### src/rtl/seg_pkg.sv
// Shared constants and helpers for the seven-segment scan path.
// No logic; imported by the scan driver and its sub-blocks.
package seg_pkg;
    localparam int NIBBLE_W        = 4;
    localparam int DEF_NUM_DIGITS  = 8;
    localparam int DEF_REFRESH_DIV = 50000;

    // All-ones of width w (w <= 64); used for the dark anode pattern.
    function automatic logic [63:0] an_all_off(input int w);
        return {64{1'b1}} >> (64 - w);
    endfunction
endpackage

### src/rtl/seg_lz_mask.sv
// Leading-zero blank vector: slot i dark when lz_en, i != 0 and nibbles i..top are zero.
// Purely combinational, zero latency; no backpressure.
module seg_lz_mask
    import seg_pkg::*;
#(
    parameter int NUM_DIGITS = DEF_NUM_DIGITS
) (
    input  logic [NIBBLE_W*NUM_DIGITS-1:0] disp,
    input  logic                           lz_en,
    output logic [NUM_DIGITS-1:0]          blank
);

    // nz[i]: some nibble at or above slot i is non-zero (top-down OR chain).
    logic [NUM_DIGITS:0] nz;

    assign nz[NUM_DIGITS] = 1'b0;

    for (genvar i = 0; i < NUM_DIGITS; i++) begin : g_chain
        assign nz[i] = nz[i+1] | (|disp[NIBBLE_W*i +: NIBBLE_W]);
        if (i == 0) begin : g_lsd
            assign blank[i] = 1'b0;
        end else begin : g_upper
            assign blank[i] = lz_en & ~nz[i];
        end
    end

endmodule

### src/rtl/seg_scan_driver.sv
// Time-multiplexed scan driver: walks digit slots, drives active-low anodes and the active nibble.
// Outputs registered, one cycle behind the slot counters; loads are double-buffered to the frame boundary.
module seg_scan_driver
    import seg_pkg::*;
#(
    parameter int NUM_DIGITS  = DEF_NUM_DIGITS,
    parameter int REFRESH_DIV = DEF_REFRESH_DIV,
    parameter int DEAD_CYCLES = 2
) (
    input  logic                           clk,
    input  logic                           rst,
    input  logic [NIBBLE_W*NUM_DIGITS-1:0] data_in,
    input  logic                           load,
    input  logic                           lz_en,
    input  logic [NUM_DIGITS-1:0]          blank_mask,
    output logic [NIBBLE_W-1:0]            digit,
    output logic [NUM_DIGITS-1:0]          an_n,
    output logic                           pending,
    output logic                           frame_tick
);

    localparam int CNT_W = (REFRESH_DIV > 1) ? $clog2(REFRESH_DIV) : 1;
    localparam int IDX_W = $clog2(NUM_DIGITS);
    localparam int DW    = NIBBLE_W * NUM_DIGITS;

    localparam logic [CNT_W-1:0]      CNT_LAST = CNT_W'(REFRESH_DIV - 1);
    localparam logic [IDX_W-1:0]      IDX_LAST = IDX_W'(NUM_DIGITS - 1);
    localparam logic [NUM_DIGITS-1:0] AN_OFF   = NUM_DIGITS'(an_all_off(NUM_DIGITS));

    logic [CNT_W-1:0]      cnt;
    logic [IDX_W-1:0]      idx;
    logic [DW-1:0]         disp;
    logic [DW-1:0]         pend_data;
    logic [NUM_DIGITS-1:0] lz_blank;
    logic                  slot_end;
    logic                  boundary;
    logic                  dead;
    logic                  dark;
    logic [NUM_DIGITS-1:0] an_next;

    seg_lz_mask #(
        .NUM_DIGITS (NUM_DIGITS)
    ) u_lz_mask (
        .disp  (disp),
        .lz_en (lz_en),
        .blank (lz_blank)
    );

    assign slot_end = (cnt == CNT_LAST);
    assign boundary = slot_end && (idx == IDX_LAST);

    // Anti-ghosting window at the head of every slot.
    if (DEAD_CYCLES == 0) begin : g_no_dead
        assign dead = 1'b0;
    end else begin : g_dead
        assign dead = (cnt < CNT_W'(DEAD_CYCLES));
    end

    assign dark = dead | blank_mask[idx] | lz_blank[idx];

    always_comb begin
        an_next = AN_OFF;
        if (!dark) begin
            an_next[idx] = 1'b0;
        end
    end

    always_ff @(posedge clk) begin
        if (rst) begin
            cnt        <= '0;
            idx        <= '0;
            disp       <= '0;
            pend_data  <= '0;
            pending    <= 1'b0;
            an_n       <= AN_OFF;
            digit      <= '0;
            frame_tick <= 1'b0;
        end else begin
            if (slot_end) begin
                cnt <= '0;
                idx <= (idx == IDX_LAST) ? '0 : idx + 1'b1;
            end else begin
                cnt <= cnt + 1'b1;
            end

            // A load landing on the boundary bypasses the buffer and drops any older pending value.
            if (boundary) begin
                if (load) begin
                    disp    <= data_in;
                    pending <= 1'b0;
                end else if (pending) begin
                    disp    <= pend_data;
                    pending <= 1'b0;
                end
            end else if (load) begin
                pend_data <= data_in;
                pending   <= 1'b1;
            end

            an_n       <= an_next;
            digit      <= disp[NIBBLE_W*idx +: NIBBLE_W];
            frame_tick <= boundary;
        end
    end

endmodule

### config.mk
export PLATFORM = sky130hd
export DESIGN_NAME = seg_scan_driver
export DESIGN_NICKNAME = d
export VERILOG_FILES = /design/src/rtl/seg_pkg.sv /design/src/rtl/seg_lz_mask.sv /design/src/rtl/seg_scan_driver.sv
export SDC_FILE = /design/constraint.sdc
export NUM_CORES = 1
export LEC_CHECK = 0
export CAP_MARGIN = 20
export CORE_MARGIN = 1
export CORE_UTILIZATION = 40
export DETAILED_ROUTE_END_ITERATION = 12
export SYNTH_ARGS = -nofsm -noshare
export SYNTH_HDL_FRONTEND = slang
export SYNTH_HIERARCHICAL = 1
export SYNTH_SLANG_ARGS = --single-unit
### constraint.sdc
create_clock -name clk -period 2.4 [get_ports clk]
set_clock_uncertainty 0.1 [all_clocks]
set_input_delay 0.24 -clock clk [delete_from_list [all_inputs] [get_ports clk]]
set_output_delay 0.24 -clock clk [all_outputs]
set_load 0.05 [all_outputs]
# == Word-level counts from Yosys, hierarchy flattened ==
# Cells that the tools add are included.
# W data, S select, Z words.
# op_classes
add_sub_neg,2
magnitude_cmp,3
n_eq_ne,2
shift,1
n_mux,9
n_bitwise,24
n_reduce_logical,15
# ops
op,count
$mux W32,2
$shiftx A32 B6 Y4,1
$reduce_or A4 Y1,7
$add A16 B1 Y16 const B,1
$eq A16 B16 Y1 const B,1
$lt A16 B2 Y1 const B,1
$not A1 Y1,8
$not A8 Y8,1
$or A1 B1 Y1,8
$and A1 B1 Y1,7
$bmux W1 S3,2
$reduce_or A2 Y1,3
$lt A3 B4 Y1 const B,1
$reduce_and A2 Y1,2
$add A3 B1 Y3 const B,1
$demux W1 S3,1
$eq A3 B3 Y1 const B,1
$ge A3 B1 Y1 const B,1
$mux W1,3
$mux W3,1
$logic_and A1 B1 Y1,2
$reduce_bool A2 Y1,1
# word_totals
register_bits,97
output_inout_bits,14
elab_cells,64

# == Longest topological paths before layout ==
# Gate-level depths: netlist of run 1.
# depth
word_depth,13
ltp_mapped,8
ltp_nobuf,6

# == Cells and area by module ==
# The synthesis of run 1 kept the hierarchy.
# by_module_without_submodules
module,instances,cells_per_inst,area_per_inst_um2
seg_scan_driver,1,470,4574.4
seg_lz_mask,1,19,158.9

# == Worst setup path after synthesis of run 1 ==
# OpenSTA, ideal clock, no wires.
# synth_path
path_kind,register to register
start,reg idx[1]
end,reg an_n[1]
setup_time_ns,0.149
arrival_time_ns,1.945
required_time_ns,2.151
path_slack_ns,0.205
path_stages_with_launch,6
path_buffers,1
path_cell_list,dfxtp_1 clkbuf_1 mux2_2 a21o_1 a2111oi_0 nand3b_1
# synth_via
elab_chain_len,5
word_cells_on_any_way,13
classes_between,2 x order compare; 6 x mux; 3 x bitwise; 2 x reduce/logical
# synth_lines
element,line_no,source
from (decl),seg_scan_driver.sv:31,logic [IDX_W-1:0] idx;
from (signal assigned),seg_scan_driver.sv:81,idx <= (idx == IDX_LAST) ? '0 : idx + 1'b1;
$lt A3 B4 Y1 (implied by the code) (tied with other cells),seg_scan_driver.sv:64,an_next[idx] = 1'b0;
$logic_and A1 B1 Y1 (implied by the code) / $mux W1 (equally long branches),"seg_scan_driver.sv:64, seg_scan_driver.sv:59",
$mux W1 (implied by the code) / $or A1 B1 Y1 (equally long branches),"seg_scan_driver.sv:64, seg_scan_driver.sv:59",
$demux W1 S3 / $or A1 B1 Y1 (equally long branches),"seg_scan_driver.sv:64, seg_scan_driver.sv:59",
$not A8 Y8 (no line) / $reduce_or A2 Y1 (equally long branches),--,
to (signal assigned),seg_scan_driver.sv:100,an_n <= an_next;
to (decl),seg_scan_driver.sv:17,"output logic [NUM_DIGITS-1:0] an_n,"
# Parallel ways exist; a longest one is shown, timed or not. The select of a mux whose other input is x is not followed.
# A chain may end at the register's enable or synchronous reset.

# == Worst setup path after layout of run 1 ==
# layout_path
start,reg cnt[7]
end,reg idx[0]
# layout_via
elab_chain_len,1
# layout_lines
element,line_no,source
from (decl),seg_scan_driver.sv:30,logic [CNT_W-1:0] cnt;
from (signal assigned),seg_scan_driver.sv:83,cnt <= cnt + 1'b1;
$eq A16 B16 Y1,seg_scan_driver.sv:49,assign slot_end = (cnt == CNT_LAST);
# No other way between the ends.

==> results of run 1 <==
layout make-up:
class                      instances  area, sq um  area share, %
clock buffer                      10          239           4.13
sequential                        97         1940           33.6
multi-input combinational        343         2600           45.0
tap                              143          179           3.09
timing repair buffer              75          733           12.7
inverter                           6         22.5          0.389
clock inverter                     6         67.6           1.17
layer usage:
layer / up-vias / GRT usage [%] / wire (microns)
met3: 9 / 2.84 / 430
met2: 80 / 29.5 / 4830
li1: 1875 / - / -
met1: 1835 / 26.0 / 5490
met5: - / 0 / 0
met4: 0 / 6.67 / 147
flip-flops by register name, indices dropped and copies added (netlist names):
name	flops
an_n	8
cnt	16
digit	4
disp	32
frame_tick	1
idx	3
pend_data	32
pending	1
through the flow:
step	worst slack, ps	instance area [sq um]
2_1_floorplan	205	4730
3_3_place_gp	48.4	5480
3_5_place_dp	40.8	5480
4_1_cts	134	5790
5_1_grt	34.0	5790
6_report	143	5790
worst register-to-register path: cells and delay by family (launching register included):
family / cells / cell delay [ps]
and+or+nand+nor: 3 / 1580
DFF: 1 / 370
AOI/OAI and AO/OA: 1 / 140
power breakdown:
| group | total [mW] | switching [mW] | internal, mW |
|---|---|---|---|
| Sequential | 1.67 | 0.0210 | 1.65 |
| Combinational | 0.298 | 0.133 | 0.165 |
| Clock | 1.46 | 0.623 | 0.838 |
| Total | 3.43 | 0.777 | 2.65 |
worst paths after layout:
path / slack (ps) / start / cells after the start / endpoint
worst max-delay path: 140 / cnt[7] / 4 / idx[0]
worst min-delay path: 190 / load / 3 / pending
worst max register to register: 140 / cnt[7] / 4 / idx[0]
worst min register to register: 350 / cnt[0] / 1 / cnt[0]
cells by family after synthesis:
kind of cell / Yosys count / share of synthesized area, %
DFF: 97 / 41.0
buffers and inverters: 49 / 4.47
adders and majority gates: 3 / 0.793
xor gates and xnor gates: 11 / 2.04
muxes: 74 / 17.3
other: 1 / 0.0792
and+or+nand+nor: 160 / 20.6
AOI/OAI and AO/OA: 94 / 13.7
synth_stat cells (9+ instances only):
master    instances
nand2b_1         64
buf_2            10
nand2_1          16
nand3_1          10
a211oi_1         33
a21oi_1           9
nor2_1           19
mux2i_1          66
clkbuf_1         28
a31oi_1          33
dfxtp_1          97
==> out/qor.yml, run 1 <==
period_share_pct: 94.0
final_cell_mix: "dfxtp_1, mux2i_1, nand2b_1"
hold_viol_final: 0
start_util_pct: 41.3
clk_latency_ps: 340
slowest_stage: "or4_4"
cts_buffer_depth: 2
rows: 39
grt_start_max_net_pins: 108
cts_tree: "yes"
cts_hold_buf: 0
max-cap-violations: 0
cp_top_family: "simple AND/OR/NAND/NOR gates"
wirelength_mm: 10.9
ctsResizeCount: 0
tightest_slew_ps: 566
cts.clk_slew.worst_paths_ps: 70
synth_cell_types: 51
grt_antenna_before_repair: 0
io_pins: 58
synth.net_count: 536
syn_area_sq_um: 4730
ctsHtreeMaxLevel: 3
critPathKind: "flip-flop to flip-flop"
final-setup-viol-count: 0
p_leak_nw: 2.13
synthCells: 489
via_per_inst: 5.59
drt_first_pass_iters: 4
crit_buf_inv: 0
final_common_cell: "dfxtp_1"
die_height_microns: 111
fmax_mhz: 443
utilization_pct: 50.5
yosys_register_bits: 97
synth_area_leaders: "dfxtp_1, mux2i_1, nand2b_1"
fin_worst_hold_slack_ps: 191
cts_buffers: 9
cpPeakStageDelay_ps: 550
grt_pass1_wl_mm: 18.7
post-cts-setup-buffers: 0
rsz0062_at_grt: "false"
drc: 0
final_cells: 680
critPathMaxFanout: 6
setup_tns_ps: 0
place_inst: 664
antenna_left: 0
vdd_ir_drop_max_uv: 289
yosysWarnings: 6
gp_congestion: 0.844
num-fill-cells: 1041
p_per_area_nw_per_um2: 593
hp-class: "input port to flip-flop"
first_global_vias: 3735
p_total_mw: 3.43
first_iter_violations: 222
root_buffer: "clkbuf_16"
path_cells: "or4_4, or4b_4, or4_1, a21oi_1"
cp.required_ps: 2580
synth_edf_count: 0
design.die.area_sq_um: 12300
overflow: 0
synthFlopType: "dfxtp_1"
wl_per_cell_microns: 16.0
grt.total_usage_pct: 18.7
numPortBuffers: 57
synth_top_area_share_pct: 41.0
crit_path_start_kind: "flip-flop"
end_kind: "flip-flop"
drive_gt1_share_pct: 11.0
area_growth_pct: 22.2
synth.avg_cell_area_sq_um: 9.68
finalCriticalPeriod_ps: 2260
status: "finished, final reports clean"
yosysTopAreaCell: "dfxtp_1"
hpwl_mm: 7.66
die_w_microns: 111
drv_slew: 0
cts.sinks: 97
n_antenna_cell: 0
seq_area_frac_synth_pct: 41.0
cp.arrival_ps: 2430
slew_headroom_pct: 62.3
nets: 579
async_flop_share_pct: 0
vias: 3799
design.core.area_sq_um: 11500
Power figures use the tool's default switching activity.
==> inputs of run 2 (changes only) <==
--- a/config.mk
+++ b/config.mk
@@ -5,6 +5,7 @@
 export SDC_FILE = /design/constraint.sdc
 export NUM_CORES = 1
 export LEC_CHECK = 0
+export ABC_AREA = 0
 export CAP_MARGIN = 20
 export CORE_MARGIN = 1
 export CORE_UTILIZATION = 40
==> constraint.sdc (replaced) <==
create_clock -name clk -period 1.9 [get_ports clk]
set_clock_uncertainty 0.1 [all_clocks]
set_input_delay 0.19 -clock clk [delete_from_list [all_inputs] [get_ports clk]]
set_output_delay 0.19 -clock clk [all_outputs]
set_load 0.05 [all_outputs]
==> out/qor.yml, run 2 (synthesized netlist as in run 1, its figures left out) <==
status: "finished, violations left"
violations: "negative setup slack"
vdd_ir_drop_max_uv: 678  # +130%
post_dp_cell_area_sq_um: 5880  # +7.4%
vias: 3967  # +4.4%
cts_buffer_depth: 2  # unchanged
cp.required_ps: 2090  # -490 ps
design.die.area_sq_um: 12300  # unchanged
hold_end: "pending"
slowest_stage: "or4_4"
drt_first_pass_iters: 4  # unchanged
die_height_microns: 111  # unchanged
clk_latency_ps: 350  # about the same
cts_buffers: 9  # unchanged
worst_hold_path.num_cells: 3  # unchanged
clockPowerShare_pct: 42.8  # +0.2 points
path_cells: "or4_4, or4b_4, or4_4, a21oi_2"
finalCriticalPeriod_ps: 2100  # -153 ps
final_cell_mix: "dfxtp_1, mux2i_1, nand2b_1"
p_seq_share_pct: 47.8  # -0.9 points
overflow: 0  # unchanged
regToRegStartpoint: "cnt[7]"
wl_met3_microns: 525  # +22%
setup_tns_ps: -6860  # -6860 ps
antenna_left: 0  # unchanged
drive_gt1_share_pct: 22.4  # +11 points
grt_antenna_before_repair: 0  # unchanged
top_layer: "met4"
design.core.area_sq_um: 11500  # unchanged
grt.total_usage_pct: 20.0  # +1.3 points
first_iter_violations: 194  # -13%
wl_met2_mm: 5.50  # +14%
cpPeakStageDelay_ps: 570  # +20 ps
rr_endpoint: "idx[0]"
rows: 39  # unchanged
grt_start_max_net_pins: 87  # -19%
p_total_mw: 4.41  # +29%
area_growth_pct: 35.0
numPortBuffers: 57  # unchanged
wl_met1_mm: 5.68  # +3.4%
wl_per_cell_microns: 16.3  # +1.5%
tightest_slew_ps: 498  # -68.0 ps
p_switching_uw: 969  # +25%
final-setup-viol-count: 68  # +68
postLayoutSetupSlackWorst_ps: -204  # -347 ps
slew_headroom_pct: 66.7  # +4.4 points
cts_tree: "yes"
hpwl_mm: 8.24  # +7.5%
crit_cells: 4  # unchanged
crit_top_cell: "or4_4"
final_cells: 728  # +7.1%
via_per_inst: 5.45  # -2.5%
ctsHtreeMaxLevel: 3  # unchanged
hp-class: "input port to flip-flop"
drv_slew: 0  # unchanged
cp_top_family: "simple AND/OR/NAND/NOR gates"
fmax_mhz: 475  # +7.3%
root_buffer: "clkbuf_16"
end_kind: "flip-flop"
nets: 627  # +8.3%
critPathMaxFanout: 3  # -3
crit_path_start_kind: "flip-flop"
rsz0062_at_grt: "true"
cp.arrival_ps: 2290  # -140 ps
final_common_cell: "dfxtp_1"
hold_viol_final: 0  # unchanged
place_inst: 708  # +6.6%
critPathKind: "flip-flop to flip-flop"
cts_hold_buf: 0  # unchanged
io_pins: 58  # unchanged
cts.sinks: 97  # unchanged
reg2regPathDepth: 4  # unchanged
final_area_sq_um: 6390  # +10%
gp_congestion: 0.869  # +2.9%
switching_share_pct: 22.0  # -0.67 points
p_per_area_nw_per_um2: 690  # +16%
internal_power_mw: 3.44  # +30%
grt_pass1_wl_mm: 19.6  # +5.0%
start_util_pct: 41.3  # unchanged
die_w_microns: 111  # unchanged
max-cap-violations: 0  # unchanged
cts.clk_slew.worst_paths_ps: 70  # about the same
p_comb_share_pct: 9.4  # +0.7 points
first_global_vias: 3889  # +4.1%
n_antenna_cell: 0  # unchanged
largestRegisters: "disp (32), pend_data (32), cnt (16)"
drc: 0  # unchanged
p_leak_nw: 2.46  # +15%
hold_path.startpoint: "load"
wirelength_mm: 11.8  # +8.7%
crit_buf_inv: 0  # unchanged
period_share_pct: 111  # +17 points
rrSetupSlack_ps: -200  # -350 ps
-- run 2: cell types whose count changed in the layout (fill, tap and decap cells not counted), moves of 3 or more --
cell	delta
buf_4	+33
dfxtp_1	-14
dfxtp_2	+13
buf_6	+8
buf_12	+4
a2111oi_0	-3
a211oi_1	-3
a211oi_2	+3
-- run 2: per-stage QoR --
| step | util [%] | worst slack (ps) | hold WS [ps] |
|---|---|---|---|
| floorplan | - | -149 | 200 |
| global placement | 51.3 | -398 | 330 |
| detailed placement | 51.3 | -415 | 330 |
| CTS | 55.0 | -190 | 172 |
| global route | 55.7 | -224 | 205 |
| finish | 55.7 | -204 | 197 |
-- run 2: final cells by class --
class                   count  area [sq um]
well taps                 143           179
fillers                  1003          5080
flip-flops and latches     97          1960
repair buffers            123          1210
clock inverters             2          35.0
multi-input cells         343          2710
clock buffers              14           274
inverters                   6          22.5
-- run 2: power by group through the flow --
stage                     clock network, mW  logic (mW)  registers [mW]
final                                  1.89       0.416            2.11
after CTS                              1.94       0.414            2.11
after global placement                    0       0.395            2.15
after floorplan                           0       0.226            2.16
after detailed placement                  0       0.402            2.16
after global routing                   2.01       0.452            2.11
-- run 2: worst max path at each step --
stage,from,endpoint
final,cnt[7],idx[0]
after global placement,lz_en,an_n[4]
after floorplan,cnt[7],idx[0]
after CTS,cnt[4],idx[0]
after global routing,cnt[7],idx[0]
after detailed placement,lz_en,an_n[4]
-- run 2: worst reg2reg max path, cell delays in order, from the launching register on --
cell	delay, ps
dfxtp_2	320
or4_4	570
or4b_4	520
or4_4	430
a21oi_2	110
-- run 2: repair_timing --
item / in CTS / in global routing
endpoints found under the hold margin: 0 / 0
setup endpoints to repair: 71 / 91
setup buffers: 1 / 0
pin swaps: 3 / 9
gates resized for setup: 23 / 25
gates cloned: 3 / 1
-- run 2: layer usage --
layer / global-route usage, % / vias to the layer above
met2: 31.1 / 93
met5: 0 / -
met1: 26.7 / 1885
met3: 5.08 / 12
li1: - / 1977
met4: 7.56 / 0
